==> src/rtl/idli_sqi_arb_m.sv <==
// idli_sqi_arb_m: arbitrates the SQI controller between instruction fetch (F)
// and load/store (D). One transaction at a time. D has priority, and a
// starvation counter forces an F grant after STARVE_MAX consecutive D grants.
// A chip-select turnaround gap separates transactions.
module idli_sqi_arb_m #(
    parameter int unsigned ADDR_W     = 16,
    parameter int unsigned STARVE_MAX = 4,
    parameter int unsigned TURN_CYC   = 1
) (
    input  logic              i_arb_gck,
    input  logic              i_arb_rst_n,
    input  logic              i_arb_f_req,
    input  logic [ADDR_W-1:0] i_arb_f_addr,
    output logic              o_arb_f_ack,
    input  logic              i_arb_d_req,
    input  logic              i_arb_d_wr,
    input  logic [ADDR_W-1:0] i_arb_d_addr,
    output logic              o_arb_d_ack,
    output logic              o_arb_sqi_req,
    output logic              o_arb_sqi_wr,
    output logic [ADDR_W-1:0] o_arb_sqi_addr,
    input  logic              i_arb_sqi_done,
    output logic              o_arb_busy
);

    localparam int unsigned          STARVE_W   = $clog2(STARVE_MAX + 1);
    localparam logic [STARVE_W-1:0]  STARVE_TOP = STARVE_W'(STARVE_MAX);
    localparam logic [2:0]           TURN_LOAD  = (TURN_CYC == 0) ? 3'd0 : 3'(TURN_CYC - 1);

    typedef enum logic [1:0] {
        IDLE  = 2'd0,
        GNT_F = 2'd1,
        GNT_D = 2'd2,
        TURN  = 2'd3
    } state_t;

    state_t              state_q;
    state_t              state_d;
    logic [STARVE_W-1:0] starve_cnt;
    logic [2:0]          turn_cnt;
    logic [ADDR_W-1:0]   addr_q;
    logic                wr_q;
    logic                grant_f;
    logic                grant_d;
    logic                f_forced;
    logic                txn_end;

    // Next-state decode, grant selection and combinational acks.
    always_comb begin
        state_d     = state_q;
        grant_f     = 1'b0;
        grant_d     = 1'b0;
        f_forced    = i_arb_f_req && (starve_cnt == STARVE_TOP);
        txn_end     = 1'b0;
        o_arb_f_ack = 1'b0;
        o_arb_d_ack = 1'b0;
        case (state_q)
            IDLE: begin
                if (i_arb_d_req && !f_forced) begin
                    state_d = GNT_D;
                    grant_d = 1'b1;
                end else if (i_arb_f_req) begin
                    state_d = GNT_F;
                    grant_f = 1'b1;
                end
            end
            GNT_F, GNT_D: begin
                if (i_arb_sqi_done) begin
                    txn_end     = 1'b1;
                    o_arb_f_ack = (state_q == GNT_F);
                    o_arb_d_ack = (state_q == GNT_D);
                    state_d     = (TURN_CYC == 0) ? IDLE : TURN;
                end
            end
            TURN: begin
                if (turn_cnt == 3'd0) begin
                    state_d = IDLE;
                end
            end
            default: state_d = IDLE;
        endcase
    end

    // State, turnaround counter, starvation counter and latched transaction.
    always_ff @(posedge i_arb_gck or negedge i_arb_rst_n) begin
        if (!i_arb_rst_n) begin
            state_q    <= IDLE;
            starve_cnt <= '0;
            turn_cnt   <= '0;
            addr_q     <= '0;
            wr_q       <= 1'b0;
        end else begin
            state_q <= state_d;

            if (txn_end) begin
                turn_cnt <= TURN_LOAD;
            end else if (state_q == TURN && turn_cnt != 3'd0) begin
                turn_cnt <= turn_cnt - 3'd1;
            end

            if (grant_d) begin
                addr_q <= i_arb_d_addr;
                wr_q   <= i_arb_d_wr;
            end else if (grant_f) begin
                addr_q <= i_arb_f_addr;
                wr_q   <= 1'b0;
            end

            // An F grant or an idle cycle with no F pending both end starvation.
            if (grant_f || (state_q == IDLE && !i_arb_f_req)) begin
                starve_cnt <= '0;
            end else if (grant_d && starve_cnt != STARVE_TOP) begin
                starve_cnt <= starve_cnt + 1'b1;
            end
        end
    end

    assign o_arb_sqi_req  = (state_q == GNT_F) || (state_q == GNT_D);
    assign o_arb_sqi_wr   = wr_q;
    assign o_arb_sqi_addr = addr_q;
    assign o_arb_busy     = (state_q != IDLE);

endmodule
==> config.mk <==
export PLATFORM = sky130hd
export DESIGN_NAME = idli_sqi_arb_m
export DESIGN_NICKNAME = d
export VERILOG_FILES = /design/src/rtl/idli_sqi_arb_m.sv
export SDC_FILE = /design/constraint.sdc
export NUM_CORES = 1
export LEC_CHECK = 0
export BUFFER_PORTS_ARGS = -buffer_cell sky130_fd_sc_hd__buf_4
export CORE_ASPECT_RATIO = 2
export CORE_MARGIN = 2
export CORE_UTILIZATION = 51
export DETAILED_ROUTE_END_ITERATION = 12
export PLACE_DENSITY = 0.86
export SLEW_MARGIN = 10
export SYNTH_ARGS = -nofsm -noshare
export SYNTH_HDL_FRONTEND = slang
export SYNTH_SLANG_ARGS = --single-unit
==> constraint.sdc <==
create_clock -name i_arb_gck -period 4.6 [get_ports i_arb_gck]
set_input_delay 0.46 -clock i_arb_gck [delete_from_list [all_inputs] [get_ports i_arb_gck]]
set_output_delay 0.46 -clock i_arb_gck [all_outputs]
set_load 0.05 [all_outputs]
==> results.md <==
* Outcome: complete, no violations
* Unrepaired setup endpoints after global routing: false
* Pre-CTS setup slack at between 2 and 2.5 ns
* CTS tree: done
* Crit-path cells: inv_1 -> ha_1 -> and3_1 -> buf_4
* Yosys reg bits at 25
* Max IR drop VDD at 0.000509 V
* Largest net degree at the start of global routing at 35
* Clock tree buffer depth at 2
* Static Leak at 1.02 nW
* Library cells used by synthesis at 28
* Die span in y at 78.3 um
* Tmin final at 2.01 ns
* Worst-path clk slew at 0.08 ns
* Htree depth at 1
* RR Endpoint: o_arb_sqi_addr[11]$_DFFE_PN0P_
* DRT Wirelength at 3220 um
* IO Pins at just under 60
* Detailed Routing Iterations Pass 1 at 4
* Initial Util at 52.1%
* Via count at approximately 1.2k
* Initial antenna violation count at 0
* CP bufs+invs at 2
* Drt drc at 0
* Post-synth ARST share at 100%
* Layout Cells excl Fill at 216
* Post-Synthesis Cells at 131
* Chip width at roughly 41 um
* CP top delay family: adder cells
* Fin util at 68.8%
* Max stage delay on crit path at between 0.4 and 0.5 ns
* Row Count at 27
* Tot Pwr at between 1 and 1.5 mW
* CORE AREA at around 2700 sq um
* Filler Cell Count at 216
* Initial DRC count at 28
* Final period util at a little over two fifths
* Seq/Total Area, Yosys at ~44%
* CP Capture Type: primary output
* Routed wire per std cell at 14.9 um
* Max transition margin at 58.6%
* Setup slack after layout at 2.59 ns
* Critical path class: reg2out
* Worst hold path class: in2async
* PwrDens at 779 nW/um^2
* Nets at approximately 240
* I/O Buffers at between 50 and 60
* Cells after DPL at 212
* Post-CTS setup buffer count at 0
* Total negative setup slack at 0 ns
* Die area at about 3200 sq um
* Reg2reg setup slack at 2.71 ns
* Average size of a mapped cell at 10.7 sq um
* Clock Sinks at 25
* Main synth FF type: dfrtp_1
* Total CTS buffers at 3
* CTS root buffer: clkbuf_8
* DP Wirelength at 2570 um
* Mapped cell area at 1410 sq um
* Ys Warns at 0
* Slowest-stage cell, CP: ha_1
* Reg2reg start: state_q[0]$_DFFE_PN0P_
* Synth Net Count at 178
* GRT Residual Overflow at 0
* Worst Path Arrival at 1.55 ns
* Final setup violation count at 0
* Number of global-route vias before repair at between 1k and 1.5k
* ANT nets after route at 0
* Syn-to-layout area delta at 32.2%
* Final Max Tran Viols at 0
* Hold Buf Count CTS at 0
* Fmax at 0.498 GHz
* Gr usage total at 21.5%
* Max Clock Skew at about 0.0016 ns
* Layout cells sized above 1 at 40.1%
* Clk_lat worst skew at 0.26 ns
* Global-route wire length before repair at between 4000 and 5000 um
* Nature of the critical path startpoint: flip-flop
* FF-to-FF path depth at 4
* RD Place Congestion at slightly above 0.8
* Crit-path max FO at 8
* ANT cells at 0
* Worst EP required at 4.14 ns
* Post-synth EDFFs at 0
* Number of hold violations in the final report at 0
* DR vias/cell at 5.37
* # resized after CTS at 0
* Tightest Pin Transition at 0.621 ns
* Max-cap violations at 0
-- state kept, by name, summed over array words and instances (netlist names) --
signal	cells
o_arb_sqi_addr	16
starve_cnt	3
turn_cnt	3
state_q	2
o_arb_sqi_wr	1
-- cell usage after synthesis, types with 2 or more instances --
master     n  share of area, %
a21boi_0   2               1.1
a21oi_1    3               1.1
and3_1     2              0.89
buf_2      2              0.71
buf_6      2               1.6
dfrtp_1   25                44
ha_1       9               8.0
inv_1      9               2.4
mux2i_1   19                14
nand2_1   19               5.1
nand3_1    3               1.1
o21ai_0    6               2.1
o21ai_1    7               2.5
o21ai_2    8               5.0
xnor2_1    2               1.2
-- power breakdown --
group	internal, mW	total [mW]	switching, mW
logic	0.331	0.940	0.610
registers	0.325	0.385	0.0603
clock network	0.0604	0.125	0.0646
total	0.716	1.45	0.735
-- cells by family after synthesis --
logic type / after synthesis / share of synthesized area, %
simple gates: 28 / 8.98
xor+xnor: 2 / 1.24
fa+ha+maj: 9 / 8.00
compound gates: 31 / 15.4
flops: 25 / 44.4
buf+inv: 16 / 7.38
mux: 20 / 14.6
-- metal layers --
layer | GRT usage [%] | part of all wire, % | vias to the layer above
li1 | - | - | 562
met2 | 40.8 | 57 | 47
met1 | 22.8 | 35 | 546
met5 | 0 | 0 | -
met4 | 4.84 | 0.96 | 0
met3 | 1.98 | 6.6 | 4
-- worst register-to-register path, delay by kind of cell, from the launching register on --
| kind | cells | cell delay [ns] |
|---|---|---|
| and+or+nand+nor | 1 | 0.65 |
| AOI/OAI and AO/OA | 1 | 0.23 |
| adders and majority gates | 1 | 0.32 |
| DFF | 1 | 0.41 |
| buffers and inverters | 1 | 0.13 |
-- through the flow --
| step | cell area, sq um | hold WS, ns |
|---|---|---|
| detailed placement | 1810 | 0.376 |
| finish | 1860 | 0.0849 |
| CTS | 1860 | 0.0881 |
| global placement | 1810 | 0.376 |
| floorplan | 1410 | 0.164 |
| global route | 1860 | 0.0946 |
-- cells in the final DEF (no fill, tap or decap) --
master / count
buf_4: 58
dfrtp_1: 25
mux2i_1: 19
nand2_1: 19
inv_1: 9
ha_1: 9
o21ai_2: 8
o21ai_1: 7
o21ai_0: 6
nand3_1: 3
a21oi_1: 3
clkbuf_8: 3
xnor2_1: 2
a21boi_0: 2
inv_2: 1
and3_1: 1
and2_1: 1
and3_2: 1
nand2_4: 1
nand2b_1: 1
o311a_4: 1
mux2_4: 1
a22o_1: 1
nor2_1: 1
a211oi_1: 1
o211ai_1: 1
o22ai_1: 1
clkinv_2: 1
-- how the worst max path moves through the flow --
stage	startpoint	to	slack, ns	cells after the start
4_1_cts	state_q[0]$_DFFE_PN0P_	o_arb_sqi_addr[11]$_DFFE_PN0P_	2.24	4
3_5_place_dp	state_q[0]$_DFFE_PN0P_	o_arb_sqi_addr[11]$_DFFE_PN0P_	2.26	4
5_1_grt	state_q[1]$_DFFE_PN0P_	o_arb_d_ack	2.48	4
2_1_floorplan	state_q[1]$_DFFE_PN0P_	o_arb_d_ack	2.51	3
6_report	state_q[0]$_DFFE_PN0P_	o_arb_d_ack	2.59	4
3_3_place_gp	state_q[0]$_DFFE_PN0P_	o_arb_sqi_addr[11]$_DFFE_PN0P_	2.45	4
-- area by class of cell --
cell class	count	area (sq um)	area share (%)
Inverter	10	37.5	2.02
Multi-Input combinational cell	90	679	36.5
Clock inverter	1	5.00	0.269
Sequential cell	25	626	33.6
Timing Repair Buffer	58	435	23.4
Tap cell	29	36.3	1.95
Clock buffer	3	41.3	2.22
(Power assumes the default switching activity.)
